[src/rtl/inst_mem_loader_pkg.sv]
// Shared definitions for the instruction-memory loader: FSM states and frame constants.
package inst_mem_loader_pkg;

  typedef enum logic [2:0] {
    S_IDLE,
    S_LEN_LO,
    S_LEN_HI,
    S_DATA,
    S_WRITE,
    S_DONE,
    S_ERR
  } state_t;

  localparam int HDR_BYTES      = 2;
  localparam int BYTES_PER_WORD = 4;

endpackage

[src/rtl/inst_mem_loader_if.sv]
// Byte-stream, memory-write and status bundle between the loader and its surroundings.
interface inst_mem_loader_if #(
  parameter int ADDR_W = 7
);
  logic              start;
  logic [7:0]        rx_data;
  logic              rx_valid;
  logic              rx_ready;
  logic              mem_we;
  logic [ADDR_W-1:0] mem_addr;
  logic [31:0]       mem_wdata;
  logic              busy;
  logic              done;
  logic              err;
  logic [ADDR_W:0]   word_count;

  modport master (
    input  start, rx_data, rx_valid,
    output rx_ready, mem_we, mem_addr, mem_wdata, busy, done, err, word_count
  );

  modport slave (
    output start, rx_data, rx_valid,
    input  rx_ready, mem_we, mem_addr, mem_wdata, busy, done, err, word_count
  );
endinterface

[src/rtl/inst_mem_loader_word_assembler.sv]
// Collects bytes LSB first into a 32-bit word; o_full marks the byte that completes it.
module inst_mem_loader_word_assembler
  import inst_mem_loader_pkg::*;
(
  input  logic        clk,
  input  logic        rst,
  input  logic        i_clr,
  input  logic        i_load,
  input  logic [7:0]  i_byte,
  output logic [31:0] o_word,
  output logic        o_full
);

  logic [1:0]  r_idx;
  logic [31:0] r_word;

  // Right shift: after four loads the first byte sits in bits [7:0].
  always_ff @(posedge clk) begin
    if (rst) begin
      r_idx  <= '0;
      r_word <= '0;
    end else begin
      if (i_clr)
        r_idx <= '0;
      else if (i_load)
        r_idx <= r_idx + 2'd1;
      if (i_load)
        r_word <= {i_byte, r_word[31:8]};
    end
  end

  assign o_full = i_load && (r_idx == 2'(BYTES_PER_WORD - 1));
  assign o_word = r_word;

endmodule

[src/rtl/inst_mem_loader.sv]
// Loads a length-prefixed byte stream into instruction memory, holding the core busy meanwhile.
module inst_mem_loader
  import inst_mem_loader_pkg::*;
#(
  parameter int DEPTH  = 128,
  parameter int ADDR_W = 7
) (
  input  logic               clk,
  input  logic               rst,
  inst_mem_loader_if.master  bus
);

  state_t            r_state;
  logic              r_rx_ready;
  logic              r_mem_we;
  logic [ADDR_W-1:0] r_mem_addr;
  logic              r_busy;
  logic              r_done;
  logic              r_err;
  logic [ADDR_W:0]   r_word_count;
  logic [15:0]       r_len;

  logic              w_accept;
  logic              w_load;
  logic              w_clr;
  logic              w_full;
  logic [31:0]       w_word;
  logic [15:0]       w_len_full;
  logic [ADDR_W:0]   w_count_nxt;

  assign w_accept    = bus.rx_valid & r_rx_ready;
  assign w_load      = w_accept && (r_state == S_DATA);
  assign w_clr       = w_accept && (r_state == S_LEN_HI);
  assign w_len_full  = {bus.rx_data, r_len[7:0]};
  assign w_count_nxt = r_word_count + 1'b1;

  inst_mem_loader_word_assembler u_asm (
    .clk    (clk),
    .rst    (rst),
    .i_clr  (w_clr),
    .i_load (w_load),
    .i_byte (bus.rx_data),
    .o_word (w_word),
    .o_full (w_full)
  );

  always_ff @(posedge clk) begin
    if (rst) begin
      r_state      <= S_IDLE;
      r_rx_ready   <= 1'b0;
      r_mem_we     <= 1'b0;
      r_mem_addr   <= '0;
      r_busy       <= 1'b0;
      r_done       <= 1'b0;
      r_err        <= 1'b0;
      r_word_count <= '0;
      r_len        <= '0;
    end else begin
      r_mem_we <= 1'b0;
      case (r_state)
        S_IDLE, S_DONE, S_ERR: begin
          if (bus.start) begin
            r_state      <= S_LEN_LO;
            r_done       <= 1'b0;
            r_err        <= 1'b0;
            r_word_count <= '0;
            r_busy       <= 1'b1;
            r_rx_ready   <= 1'b1;
          end
        end
        S_LEN_LO: begin
          if (w_accept) begin
            r_len[7:0] <= bus.rx_data;
            r_state    <= S_LEN_HI;
          end
        end
        S_LEN_HI: begin
          if (w_accept) begin
            r_len <= w_len_full;
            if (w_len_full == 16'd0) begin
              r_state    <= S_DONE;
              r_busy     <= 1'b0;
              r_done     <= 1'b1;
              r_rx_ready <= 1'b0;
            end else if (w_len_full > 16'(DEPTH)) begin
              r_state    <= S_ERR;
              r_busy     <= 1'b0;
              r_err      <= 1'b1;
              r_rx_ready <= 1'b0;
            end else begin
              r_state <= S_DATA;
            end
          end
        end
        S_DATA: begin
          // Word is complete in the assembler at this edge; drop ready for the write cycle.
          if (w_full) begin
            r_state    <= S_WRITE;
            r_rx_ready <= 1'b0;
            r_mem_we   <= 1'b1;
            r_mem_addr <= r_word_count[ADDR_W-1:0];
          end
        end
        S_WRITE: begin
          r_word_count <= w_count_nxt;
          if (16'(w_count_nxt) == r_len) begin
            r_state <= S_DONE;
            r_busy  <= 1'b0;
            r_done  <= 1'b1;
          end else begin
            r_state    <= S_DATA;
            r_rx_ready <= 1'b1;
          end
        end
        default: r_state <= S_IDLE;
      endcase
    end
  end

  assign bus.rx_ready   = r_rx_ready;
  assign bus.mem_we     = r_mem_we;
  assign bus.mem_addr   = r_mem_addr;
  assign bus.mem_wdata  = w_word;
  assign bus.busy       = r_busy;
  assign bus.done       = r_done;
  assign bus.err        = r_err;
  assign bus.word_count = r_word_count;

endmodule

[src/flat_wrapper.sv]
// flat-port wrapper written by rule: the top's interface ports become plain ports
module inst_mem_loader_flat import inst_mem_loader_pkg::*;
#(
  parameter int DEPTH  = 128,
  parameter int ADDR_W = 7
)
  (clk, rst, bus_start, bus_rx_data, bus_rx_valid, bus_rx_ready, bus_mem_we, bus_mem_addr, bus_mem_wdata, bus_busy, bus_done, bus_err, bus_word_count);
  inst_mem_loader_if #(.ADDR_W(ADDR_W)) bus_i ();
  input  logic clk;
  input  logic rst;
  input wire logic [$bits(bus_i.start)-1:0] bus_start;
  input wire logic [$bits(bus_i.rx_data)-1:0] bus_rx_data;
  input wire logic [$bits(bus_i.rx_valid)-1:0] bus_rx_valid;
  output wire logic [$bits(bus_i.rx_ready)-1:0] bus_rx_ready;
  output wire logic [$bits(bus_i.mem_we)-1:0] bus_mem_we;
  output wire logic [$bits(bus_i.mem_addr)-1:0] bus_mem_addr;
  output wire logic [$bits(bus_i.mem_wdata)-1:0] bus_mem_wdata;
  output wire logic [$bits(bus_i.busy)-1:0] bus_busy;
  output wire logic [$bits(bus_i.done)-1:0] bus_done;
  output wire logic [$bits(bus_i.err)-1:0] bus_err;
  output wire logic [$bits(bus_i.word_count)-1:0] bus_word_count;
  assign bus_i.start = bus_start;
  assign bus_i.rx_data = bus_rx_data;
  assign bus_i.rx_valid = bus_rx_valid;
  assign bus_rx_ready = bus_i.rx_ready;
  assign bus_mem_we = bus_i.mem_we;
  assign bus_mem_addr = bus_i.mem_addr;
  assign bus_mem_wdata = bus_i.mem_wdata;
  assign bus_busy = bus_i.busy;
  assign bus_done = bus_i.done;
  assign bus_err = bus_i.err;
  assign bus_word_count = bus_i.word_count;
  inst_mem_loader #(.DEPTH(DEPTH), .ADDR_W(ADDR_W)) u_core (.clk(clk), .rst(rst), .bus(bus_i));
endmodule
[config.mk]
export PLATFORM = sky130hd
export DESIGN_NAME = inst_mem_loader_flat
export DESIGN_NICKNAME = d
export VERILOG_FILES = /design/src/rtl/inst_mem_loader_pkg.sv /design/src/rtl/inst_mem_loader_if.sv /design/src/rtl/inst_mem_loader_word_assembler.sv /design/src/rtl/inst_mem_loader.sv /design/src/flat_wrapper.sv
export SDC_FILE = /design/constraint.sdc
export NUM_CORES = 1
export LEC_CHECK = 0
export BUFFER_PORTS_ARGS = -buffer_cell sky130_fd_sc_hd__buf_4
export CORE_MARGIN = 1
export CORE_UTILIZATION = 30
export CTS_CLUSTER_DIAMETER = 200
export DETAILED_ROUTE_END_ITERATION = 10
export PLACE_DENSITY = 0.46
export SLEW_MARGIN = 30
export SYNTH_ARGS = -nofsm -noshare
export SYNTH_HDL_FRONTEND = slang
export SYNTH_SLANG_ARGS = --single-unit
[constraint.sdc]
create_clock -name clk -period 2.5 [get_ports clk]
set_input_delay 0.125 -clock clk [delete_from_list [all_inputs] [get_ports clk]]
set_output_delay 0.125 -clock clk [all_outputs]
set_load 0.005 [all_outputs]
### Word-level counts from Yosys, hierarchy flattened

Index checks and enable logic that the tools add are counted.

* input port bits: 12
* output and inout bits: 52
* register bits after elaboration: 73

* reduce and logical (&&, ||, !) cells: 21
* bitwise logic cells: 3
* order comparisons: 1
* multiplexer cells: 31
* equal/unequal tests: 18
* add/sub/neg operators: 2

Operators with widths (count)
* 8-bit one-hot mux with 2 select lines: 2
* 3-bit two-way mux: 7
* 8-bit by 16-bit == test with 1-bit output: 1
* 16-bit by 8-bit > comparator with 1-bit output (second input constant): 1
* 16-bit logical NOT: 1
* 8-bit two-way mux: 2
* 1-bit two-way mux: 15
* 3-bit one-hot mux with 5 select lines: 1
* 5-bit AND reduction: 3
* 2-bit != test (second input constant): 6
* 3-bit == test (second input constant): 3
* 8-bit by 1-bit adder with 8-bit output (second input constant): 1
* 3-bit by 2-bit == test with 1-bit output (second input constant): 2
* 2-bit by 1-bit != test with 1-bit output (second input constant): 3
* 1-bit one-hot mux with 3 select lines: 2
* 2-bit AND reduction: 3
* 6-bit AND reduction: 1
* 1-bit one-hot mux with 4 select lines: 1
* 4-bit AND reduction: 1
* 2-bit nonzero test: 2
* 4-bit nonzero test: 1
* 2-bit OR reduction: 2
* 3-bit by 1-bit == test with 1-bit output (second input constant): 1
* 1-bit logical AND: 3
* 10 further kinds: 11

### Longest topological paths before layout

Gate-level depths: netlist (run 1).

* depth after elaboration: 5
* mapped depth: 7
* depth with buffers taken out: 7

### By module

From an unflattened synthesis (run 1), not the netlist that was laid out.

* cell total of the unflattened synthesis: 367
* area total of the unflattened synthesis: 3230.6 sq um

Modules (own cells, without submodules)
* inst_mem_loader: seq. area each 780.7 sq um, cells an instance 255, instances 1, area an instance 1973.1 sq um
* inst_mem_loader_word_assembler: seq. area each 680.7 sq um, cells an instance 112, instances 1, area an instance 1257.5 sq um

### Worst setup path after synthesis (run 1)

OpenSTA, ideal clock, no wires.

* path type: flip-flop to flip-flop
* start point: reg u_core.r_word_count[0] (netlist: u_core.bus.word_count[0])
* end point: reg u_core.r_state[1]
* data arrival time: 1819 ps
* stages on the path, launching flop included: 8
* setup slack: 561 ps
* required time: 2380 ps
* path through: dfxtp_1 -> ha_1 -> and3_1 -> and3_1 -> xnor2_1 -> and3_1 -> a21oi_1 -> o31a_1

* cells in the longest elaborated chain, start to end: 4

RTL lines
* start, declared: RTL line inst_mem_loader.sv:20 `logic [ADDR_W:0] r_word_count;`
* start signal, assigned: RTL line inst_mem_loader.sv:105 `r_word_count <= w_count_nxt;`
* 8-bit by 1-bit adder with 8-bit output: RTL line inst_mem_loader.sv:35 `assign w_count_nxt = r_word_count + 1'b1;`
* 8-bit by 16-bit == test with 1-bit output: RTL line inst_mem_loader.sv:106 `if (16'(w_count_nxt) == r_len) begin`
* 3-bit two-way mux: RTL line inst_mem_loader.sv:106
* 3-bit one-hot mux with 5 select lines: RTL line inst_mem_loader.sv:60 `case (r_state)`
* end signal, assigned: RTL line inst_mem_loader.sv:63 `r_state <= S_LEN_LO;`
* end signal, assigned: RTL line inst_mem_loader.sv:107 `r_state <= S_DONE;`
* end signal, assigned: RTL line inst_mem_loader.sv:111 `r_state <= S_DATA;`
* end, declared: RTL line inst_mem_loader.sv:13 `state_t r_state;`

Every way passes these cells.
A chain may end at the register's enable or synchronous reset.

### Worst setup path after layout (run 1)

* start point: reg u_core.r_word_count[1] (netlist: u_core.bus.word_count[1])
* end point: reg u_core.r_state[1]

The elaborated chain is that of the path after synthesis.

==> impl_metrics.env, run 1 <==
export IMPL_ys_flop_type="dfxtp_1"
export IMPL_io_pins=64
export IMPL_timing_rr_end="u_core.r_state[1]"
export IMPL_hold_viol_final=0
export IMPL_max_stage_delay_ns=0.46
export IMPL_final_cell_mix="nand2_1, dfxtp_1, buf_4"
export IMPL_synth_cells=402
export IMPL_slew_viol_final=0
export IMPL_reg2reg_depth=7
export IMPL_syn_to_final_growth_pct=25.56
export IMPL_dp_hpwl_um=5982
export IMPL_holdPathEnd="u_core.r_len[2]"
export IMPL_worstHoldStart="bus_rx_data[2]"
export IMPL_routed_via_density=4.943
export IMPL_worstSetupEndpointType="flip-flop"
export IMPL_vias=2961
export IMPL_ant_nets=0
export IMPL_path_cells="ha_1 -> xnor2_1 -> nand4_1 -> a221o_1 -> nor3_1 -> a21oi_1 -> o31a_1"
export IMPL_cts_tree="built"
export IMPL_cp_slowest_cell="dfxtp_1"
export IMPL_skew_ns=0.01040
export IMPL_crit_fanout=7
export IMPL_worst_slew_pin_transition_ns=0.6954
export IMPL_cts_setup_buffers=0
export IMPL_start_util_pct=30.97
export IMPL_diodes=0
export IMPL_syn_area_mm2=0.003212
export IMPL_grt_pass1_vias=2844
export IMPL_clockRootBuffer="clkbuf_8"
export IMPL_grt_max_degree=50
export IMPL_hold_path_class="in -> reg"
export IMPL_status="finished clean"
export IMPL_drtIter0Drc=149
export IMPL_die_h_um=105.5
export IMPL_fin_crit_sh_pct=85.85
export IMPL_ctsResizeCount=0
export IMPL_dp_slack_ns=0.3856
export IMPL_layout_commonest_cell="nand2_1"
export IMPL_reg2reg_from="u_core.bus.word_count[1]"
export IMPL_required_ns=2.75
export IMPL_cp_data_arrival_time_ns=2.40
export IMPL_synth_cell_types=49
export IMPL_drc=0
export IMPL_h_tree_depth=3
export IMPL_holdPathStages=3
export IMPL_drv_cap=0
export IMPL_ir_drop_mv=0.2794
export IMPL_grt_util_all_layers_pct=16.98
export IMPL_routedWlPerCell_um=14.83
export IMPL_die_area_mm2=0.01112
export IMPL_grt_antenna_before_repair=0
export IMPL_globalplace_congestion=0.7813
export IMPL_finalSetupViolations=0
export IMPL_clk_latency_ns=0.35
export IMPL_final_setup_tns_ns=0
export IMPL_rrSetupSlack_ns=0.35
export IMPL_p_leak_nw=1.591
export IMPL_core_rowCount=37
export IMPL_die_w_um=105.5
export IMPL_seq_area_frac_synth_pct=45.50
export IMPL_relSlewSlack_pct=53.28
export IMPL_drt_wl_total_um=8884
export IMPL_core_area_mm2=0.01037
export IMPL_syn_area_per_cell_um2=7.990
export IMPL_ys_seq_elements=73
export IMPL_drt_pass1_iterations=4
export IMPL_worst_slack_ns=0.3538
export IMPL_finalCoreUtilization_pct=38.89
export IMPL_synthArstFlopShare_pct=0
export IMPL_p_per_area_mw_per_mm2=713.4
export IMPL_clock_fmax_mhz=465.9
export IMPL_cts_made_buffers=9
export IMPL_synth_fp_nets=416
export IMPL_path_clk_slew_ns=0.09
export IMPL_yosys_warnings=0
export IMPL_cts_sinks=73
export IMPL_hold_buffers=0
export IMPL_cts_buffer_depth=2
export IMPL_drive_gt1_share_pct=19.87
export IMPL_setup_worst_path_class="reg -> reg"
export IMPL_synth_edf_count=0
export IMPL_grt_pass1_wl_um=14820
export IMPL_layout_nets=472
export IMPL_worstSetupStartpointType="flip-flop"
export IMPL_overflow=0
export IMPL_min_period_ns=2.146
export IMPL_rsz0062_at_grt="false"
export IMPL_timing_hold_ws_ns=0.04965
export IMPL_port_buffers=63
[sequential cells by signal (all words and copies together), names as in the netlist]
signal                 cells
u_core.bus.mem_we          1
u_core.r_len              16
u_core.bus.err             1
u_core.r_state             3
u_core.bus.done            1
u_core.bus.busy            1
u_core.bus.word_count      8
u_core.u_asm.r_idx         2
u_core.bus.mem_addr        7
u_core.u_asm.o_word       32
u_core.bus.rx_ready        1
[layout make-up]
class / count / area (um^2)
Fill cell: 1093 / 6337
Sequential cell: 73 / 1461
Multi-Input combinational cell: 299 / 1632
Clock buffer: 10 / 127.6
Timing Repair Buffer: 72 / 540.5
Tap cell: 136 / 170.2
Clock inverter: 6 / 90.09
Inverter: 3 / 11.26
[Yosys cell counts (2+ instances only)]
library cell	n	area share, %
buf_2	4	0.62
dfxtp_1	73	46
a21boi_1	2	0.47
mux2i_1	19	5.9
buf_4	2	0.47
o21ai_0	4	0.62
ha_1	2	0.78
nor2b_1	2	0.39
and3b_1	2	0.55
nor4_1	5	0.97
nand4_1	3	0.58
a21oi_1	51	7.9
a31oi_1	2	0.39
inv_2	2	0.23
xnor2_1	5	1.4
nand3b_1	2	0.47
nor3_1	13	2.0
nor2_1	42	4.9
o21ai_1	10	1.6
clkbuf_1	20	2.3
nand2_1	85	9.9
nand2b_1	3	0.58
a211oi_1	2	0.47
nand3_1	11	1.7
o22ai_1	3	0.58
xor2_1	6	1.6
a22oi_1	2	0.47
and3_1	4	0.78
[critical path, delay by kind of cell (launching register included)]
| family | cells | cell delay (ns) |
|---|---|---|
| adder cells (fa/ha/maj) | 1 | 0.33 |
| AND/OR/NAND/NOR | 2 | 0.32 |
| AO/OA/AOI/OAI | 3 | 0.76 |
| flip-flops | 1 | 0.46 |
| XOR/XNOR | 1 | 0.18 |
[metrics by stage]
step	total power, W	instance area [um^2]	std cells
CTS	0.002913	4033	599
finish	0.002877	4033	599
global placement	0.001852	3815	583
floorplan	0.001683	3212	402
detailed placement	0.001854	3815	583
global route	0.003044	4033	599
[power by group]
part           total [W]  internal (W)  leakage [nW]  switching (W)
Combinational   0.000530      0.000221         0.895       0.000308
Sequential       0.00130       0.00121         0.589      0.0000896
Clock            0.00105      0.000566         0.107       0.000481
Total            0.00288       0.00200          1.59       0.000879
[routing by layer]
metal | vias up | wire length (um) | GRT usage [%]
met4 | 0 | 146 | 7.243
met5 | - | 0 | 0
met1 | 1400 | 4440 | 23.59
li1 | 1489 | - | -
met2 | 63 | 3883 | 25.38
met3 | 9 | 413 | 3.401
[worst max path at each step]
stage | from | to | slack (ns) | cells past startpoint
finish | u_core.bus.word_count[1] | u_core.r_state[1] | 0.35 | 7
global route | u_core.r_state[1] | u_core.bus.rx_ready | 0.13 | 6
CTS | u_core.bus.word_count[1] | u_core.r_state[1] | 0.37 | 7
detailed placement | u_core.bus.word_count[1] | u_core.r_state[1] | 0.39 | 7
global placement | u_core.bus.word_count[1] | u_core.r_state[1] | 0.44 | 7
floorplan | u_core.bus.word_count[0] | u_core.r_state[1] | 0.56 | 7
[logic make-up (layout without fill, tap and decap cells)]
| family | count (synthesis) | after routing | share of synthesized area, % |
|---|---|---|---|
| DFF | 73 | 73 | 45.50 |
| adders and majority gates | 2 | 2 | 0.7790 |
| buffers and inverters | 30 | 91 | 3.895 |
| xor gates and xnor gates | 12 | 12 | 3.701 |
| and+or+nand+nor | 181 | 181 | 25.24 |
| muxes | 19 | 19 | 5.921 |
| AOI/OAI and AO/OA | 85 | 85 | 14.96 |
No activity file was read; power rests on OpenSTA's default activity.
==> run 2: changes to the inputs <==
--- a/config.mk
+++ b/config.mk
@@ -6,11 +6,13 @@
 export NUM_CORES = 1
 export LEC_CHECK = 0
 export BUFFER_PORTS_ARGS = -buffer_cell sky130_fd_sc_hd__buf_4
+export CELL_PAD_IN_SITES_DETAIL_PLACEMENT = 1
+export CELL_PAD_IN_SITES_GLOBAL_PLACEMENT = 2
 export CORE_MARGIN = 1
 export CORE_UTILIZATION = 30
 export CTS_CLUSTER_DIAMETER = 200
 export DETAILED_ROUTE_END_ITERATION = 10
-export PLACE_DENSITY = 0.46
+export PLACE_DENSITY_LB_ADDON = 0.1
 export SLEW_MARGIN = 30
 export SYNTH_ARGS = -nofsm -noshare
 export SYNTH_HDL_FRONTEND = slang
==> constraint.sdc (replaced) <==
create_clock -name clk -period 2.24 [get_ports clk]
set_input_delay 0.112 -clock clk [delete_from_list [all_inputs] [get_ports clk]]
set_output_delay 0.112 -clock clk [all_outputs]
set_load 0.005 [all_outputs]
==> impl_metrics.env, run 2 (synthesis gave the netlist of run 1 again) <==
export IMPL_io_pins=64
export IMPL_reg2reg_from="u_core.r_len[11]"
export IMPL_drive_gt1_share_pct=21.40
export IMPL_hold_viol_final=0
export IMPL_ir_drop_mv=0.3099
export IMPL_hold_buffers=0
export IMPL_use_met2_pct=28.57
export IMPL_clock_fmax_mhz=498.0
export IMPL_core_rowCount=37
export IMPL_grt_max_degree=55
export IMPL_rrSetupSlack_ns=0.23
export IMPL_overflow=0
export IMPL_required_ns=2.50
export IMPL_die_w_um=105.5
export IMPL_status="finished clean"
export IMPL_n_fill_cell=1279
export IMPL_swShare_pct=31.66
export IMPL_worstHoldStart="bus_rx_data[6]"
export IMPL_crit_fanout=3
export IMPL_worstSetupStartpointType="flip-flop"
export IMPL_clk_latency_ns=0.36
export IMPL_critical_path_top_delay_family="simple AND/OR/NAND/NOR gates"
export IMPL_stdcell_area_mm2=0.004086
export IMPL_power_internal_w=0.002131
export IMPL_globalplace_congestion=0.7661
export IMPL_slew_viol_final=0
export IMPL_min_period_ns=2.008
export IMPL_cts_setup_buffers=0
export IMPL_setup_worst_path_class="reg -> reg"
export IMPL_busiest_layer="met2"
export IMPL_routed_via_density=5.030
export IMPL_cp_slowest_cell="nor4_1"
export IMPL_grt_pass1_wl_um=15930
export IMPL_max_stage_delay_ns=0.45
export IMPL_relSlewSlack_pct=60.45
export IMPL_drv_cap=0
export IMPL_cts_tree="built"
export IMPL_skew_ns=0.002808
export IMPL_ctsResizeCount=0
export IMPL_port_buffers=63
export IMPL_rsz0062_at_grt="false"
export IMPL_die_h_um=105.5
export IMPL_power_switching_w=0.0009874
export IMPL_final_cell_mix="nand2_1, buf_4, dfxtp_1"
export IMPL_ant_nets=0
export IMPL_cts_made_buffers=9
export IMPL_dp_cells=593
export IMPL_grt_antenna_before_repair=0
export IMPL_drt_wl_total_um=9578
export IMPL_stdcell_count=608
export IMPL_worstSetupEndpointType="flip-flop"
export IMPL_layout_commonest_cell="nand2_1"
export IMPL_path_clk_slew_ns=0.08
export IMPL_p_leak_nw=1.635
export IMPL_vias=3058
export IMPL_fin_crit_sh_pct=89.64
export IMPL_final_setup_tns_ns=0
export IMPL_timing_rr_end="u_core.r_state[1]"
export IMPL_grt_util_all_layers_pct=18.36
export IMPL_cts_buffer_depth=2
export IMPL_grt_pass1_vias=3101
export IMPL_p_per_area_mw_per_mm2=763.1
export IMPL_comb_power_share_pct=21.4
export IMPL_holdPathEnd="u_core.r_len[14]"
export IMPL_drc=0
export IMPL_seq_power_share_pct=45.7
export IMPL_cts_sinks=73
export IMPL_layout_nets=482
export IMPL_largest_reg_flops=32
export IMPL_crit_buf_inv=0
export IMPL_path_cells="nor4_1 -> nand4_1 -> a221o_1 -> nor3_1 -> a21oi_1 -> o31a_1"
export IMPL_reg2reg_depth=6
export IMPL_die_area_mm2=0.01112
export IMPL_h_tree_depth=3
export IMPL_dp_hpwl_um=6812
export IMPL_grtUsageMet3_pct=3.278
export IMPL_hold_path_class="in -> reg"
export IMPL_core_area_mm2=0.01037
export IMPL_start_util_pct=30.97
export IMPL_worst_slew_pin_transition_ns=0.5933
export IMPL_timing_hold_ws_ns=0.02640
export IMPL_diodes=0
export IMPL_grtUsageMet1_pct=24.70
export IMPL_placed_area_mm2=0.003902
export IMPL_cp_data_arrival_time_ns=2.27
export IMPL_drtIter0Drc=86
export IMPL_routedWlPerCell_um=15.75
export IMPL_syn_to_final_growth_pct=27.23
export IMPL_clockRootBuffer="clkbuf_8"
export IMPL_pwr_share_clk_pct=33.0
export IMPL_drt_pass1_iterations=4
export IMPL_holdPathStages=3
export IMPL_finalSetupViolations=0
-- run 2: cell types whose count changed in the layout (fill, tap and decap cells not counted), sizes merged --
cell	change
buf	+10
bufinv	-1
-- run 2: worst max-delay path by stage --
| stage | from | cells past startpoint | slack [ns] | end |
|---|---|---|---|---|
| finish | u_core.r_len[11] | 6 | 0.23 | u_core.r_state[1] |
| global route | u_core.bus.word_count[2] | 6 | 0.06 | u_core.r_state[1] |
| CTS | u_core.r_len[3] | 6 | 0.23 | u_core.bus.rx_ready |
| detailed placement | u_core.r_len[3] | 6 | 0.26 | u_core.bus.rx_ready |
| global placement | u_core.r_state[0] | 6 | 0.26 | u_core.bus.done |
| floorplan | u_core.bus.word_count[0] | 7 | 0.30 | u_core.r_state[1] |
-- run 2: routing by layer --
metal | wire [um] | up-vias
li1 | - | 1510
met1 | 4743 | 1479
met2 | 4341 | 54
met3 | 301 | 15
met4 | 192 | 0
met5 | 0 | -
-- run 2: cell type report --
type | instances | area [um^2] | area share [%]
clock buffers | 10 | 127.6 | 3.123
clock inverters | 5 | 56.30 | 1.378
inverters | 3 | 11.26 | 0.2756
multi-input cells | 299 | 1632 | 39.93
flip-flops and latches | 73 | 1461 | 35.76
well taps | 136 | 170.2 | 4.164
repair buffers | 82 | 628.1 | 15.37
-- run 2: stage by stage --
stage | power, W | setup slack [ns] | util [%]
4_1_cts | 0.003161 | 0.2311 | 39.41
6_report | 0.003118 | 0.2321 | 39.41
3_5_place_dp | 0.002116 | 0.2627 | 37.63
5_1_grt | 0.003303 | 0.06075 | 39.41
2_1_floorplan | 0.001878 | 0.3013 | -
3_3_place_gp | 0.002114 | 0.2568 | 37.63
-- run 2: worst reg2reg max path, cell delays in order (launching register included) --
cell and delay, ns:
dfxtp_1 0.32, nor4_1 0.45, nand4_1 0.15, a221o_1 0.30, nor3_1 0.21, a21oi_1 0.18
o31a_1 0.31
-- run 2: power by group through the flow --
stage          combinational, W  clock, W  sequential (W)
6_report               0.000666   0.00103         0.00142
4_1_cts                0.000665   0.00107         0.00143
2_1_floorplan          0.000463         0         0.00141
3_3_place_gp           0.000658         0         0.00146
3_5_place_dp           0.000661         0         0.00146
5_1_grt                0.000742   0.00112         0.00144
==> run 3: changes to the inputs <==
--- a/config.mk
+++ b/config.mk
@@ -5,6 +5,7 @@
 export SDC_FILE = /design/constraint.sdc
 export NUM_CORES = 1
 export LEC_CHECK = 0
+export ABC_AREA = 1
 export BUFFER_PORTS_ARGS = -buffer_cell sky130_fd_sc_hd__buf_4
 export CELL_PAD_IN_SITES_DETAIL_PLACEMENT = 1
 export CELL_PAD_IN_SITES_GLOBAL_PLACEMENT = 2
@@ -12,8 +13,9 @@
 export CORE_UTILIZATION = 30
 export CTS_CLUSTER_DIAMETER = 200
 export DETAILED_ROUTE_END_ITERATION = 10
-export PLACE_DENSITY_LB_ADDON = 0.1
+export PLACE_DENSITY = 0.74
 export SLEW_MARGIN = 30
 export SYNTH_ARGS = -nofsm -noshare
 export SYNTH_HDL_FRONTEND = slang
+export SYNTH_HIERARCHICAL = 1
 export SYNTH_SLANG_ARGS = --single-unit
==> impl_metrics.env, run 3 <==
export IMPL_worst_slew_pin_transition_ns=0.4818
export IMPL_crit_top_cell="nand2_1"
export IMPL_synth_top_area_cell="dfxtp_1"
export IMPL_synthArstFlopShare_pct=0
export IMPL_syn_to_final_growth_pct=23.16
export IMPL_relSlewSlack_pct=67.84
export IMPL_h_tree_depth=3
export IMPL_vias=3136
export IMPL_routedWlPerCell_um=13.99
export IMPL_path_clk_slew_ns=0.08
export IMPL_hold_path_class="in -> reg"
export IMPL_cts_sinks=73
export IMPL_grt_max_degree=37
export IMPL_grt_pass1_wl_um=15410
export IMPL_slew_viol_final=0
export IMPL_drc=0
export IMPL_drtIter0Drc=97
export IMPL_synth_most_common_cell="nor2_1"
export IMPL_dp_hpwl_um=6804
export IMPL_grt_util_all_layers_pct=17.35
export IMPL_layout_commonest_cell="nor2_1"
export IMPL_syn_area_mm2=0.003289
export IMPL_cts_setup_buffers=0
export IMPL_grt_antenna_before_repair=0
export IMPL_synth_top_area_share_pct=44.43
export IMPL_fin_crit_sh_pct=83.20
export IMPL_die_h_um=106.7
export IMPL_ir_drop_mv=0.3153
export IMPL_synth_cell_types=32
export IMPL_setup_worst_path_class="reg -> reg"
export IMPL_clockRootBuffer="clkbuf_8"
export IMPL_path_cells="nand2_2 -> nor2_4 -> nand2_1 -> nand2_1 -> nor2_1 -> nor2_1 -> nand2_1 -> nor2_2 -> nand2_1 -> nand2_2 -> nand3_2 -> nand2_1 -> inv_1 -> nor2_1"
export IMPL_required_ns=2.53
export IMPL_diodes=0
export IMPL_drt_wl_total_um=9346
export IMPL_cts_made_buffers=9
export IMPL_status="finished clean"
export IMPL_syn_area_per_cell_um2=7.105
export IMPL_hold_viol_final=0
export IMPL_core_area_mm2=0.01046
export IMPL_clk_latency_ns=0.36
export IMPL_worstSetupStartpointType="flip-flop"
export IMPL_regArea_mm2=0.001461
export IMPL_core_rowCount=37
export IMPL_synth_edf_count=0
export IMPL_final_setup_tns_ns=0
export IMPL_synthTopCellsByArea="dfxtp_1, nor2_1, nand2_1"
export IMPL_multi_input_area_mm2=0.001544
export IMPL_max_stage_delay_ns=0.55
export IMPL_die_w_um=106.7
export IMPL_finalCoreUtilization_pct=38.72
export IMPL_grt_pass1_vias=3026
export IMPL_overflow=0
export IMPL_synth_cells=463
export IMPL_drive_gt1_share_pct=19.92
export IMPL_yosys_warnings=6
export IMPL_synth_common_cells="nor2_1, nand2_1, dfxtp_1"
export IMPL_ant_nets=0
export IMPL_finalSetupViolations=0
export IMPL_ctsResizeCount=0
export IMPL_skew_ns=0.01304
export IMPL_ys_seq_elements=73
export IMPL_layout_nets=541
export IMPL_io_pins=64
export IMPL_cts_buffer_depth=2
export IMPL_worstSetupEndpointType="flip-flop"
export IMPL_start_util_pct=31.44
export IMPL_p_leak_nw=1.895
export IMPL_clock_fmax_mhz=536.5
export IMPL_min_period_ns=1.864
export IMPL_synth_fp_nets=477
export IMPL_rsz0062_at_grt="false"
export IMPL_n_fill_cell=1357
export IMPL_drv_cap=0
export IMPL_seq_area_frac_synth_pct=44.43
export IMPL_crit_fanout=10
export IMPL_ys_flop_type="dfxtp_1"
export IMPL_largest_reg_flops=32
export IMPL_cts_tree="built"
export IMPL_timing_hold_ws_ns=0.01958
export IMPL_cp_slowest_cell="dfxtp_1"
export IMPL_port_buffers=63
export IMPL_globalplace_congestion=0.7536
export IMPL_hold_buffers=0
export IMPL_die_area_mm2=0.01139
export IMPL_final_cell_mix="nor2_1, nand2_1, dfxtp_1"
export IMPL_routed_via_density=4.695
export IMPL_p_per_area_mw_per_mm2=825.3
export IMPL_cp_data_arrival_time_ns=2.15
export IMPL_drt_pass1_iterations=4
## run 3: report_power, final
part	internal (W)	switching (W)
logic	0.000318	0.000525
registers	0.00138	0.0000683
clock network	0.000519	0.000532
total	0.00222	0.00112
## run 3: routing by layer
| metal | global-route usage (%) | wire length (um) |
|---|---|---|
| met5 | 0 | 0 |
| met1 | 22.23 | 4465 |
| met3 | 4.255 | 320 |
| met4 | 6.654 | 132 |
| met2 | 28.02 | 4428 |
## run 3: cell families after synthesis
logic type      after synthesis  synth area share, %
xor+xnor                      2               0.5326
flops                        73                44.43
buf+inv                      57                8.710
fa+ha+maj                     2               0.7606
simple gates                247                32.29
compound gates               82                13.28
## run 3: path summary, 6_finish.rpt
path,startpoint,endpoint,slack [ns],cells past startpoint
setup / recovery,u_core/bus.word_count[2],u_core/bus.busy,0.38,14
hold / removal,bus_rx_data[2],u_core/r_len[10],0.02,3
setup reg to reg,u_core/bus.word_count[2],u_core/bus.busy,0.38,14
hold reg to reg,u_core/bus.done,u_core/bus.done,0.45,2
## run 3: metrics by stage
stage               instance area, um^2  power (W)  setup slack, ns  cells
floorplan                          3289   0.002034           0.1349    463
global placement                   3856   0.002328           0.3865    652
detailed placement                 3856   0.002342           0.3845    652
CTS                                4051   0.003412           0.3618    668
global route                       4051   0.003570           0.1266    668
finish                             4051   0.003344           0.3762    668
## run 3: final cells by class
class                   instances  share of cell area, %
multi-input cells             333                  38.11
clock inverters                 6                  1.668
repair buffers                 70                  12.97
well taps                     136                  4.200
inverters                      40                  3.830
clock buffers                  10                  3.150
flip-flops and latches         73                  36.07
## run 3: critical path, delay by kind of cell (launching register included)
family / cells / cell delay [ns]
flip-flops: 1 / 0.55
buffers and inverters: 1 / 0.04
AND/OR/NAND/NOR: 13 / 1.21
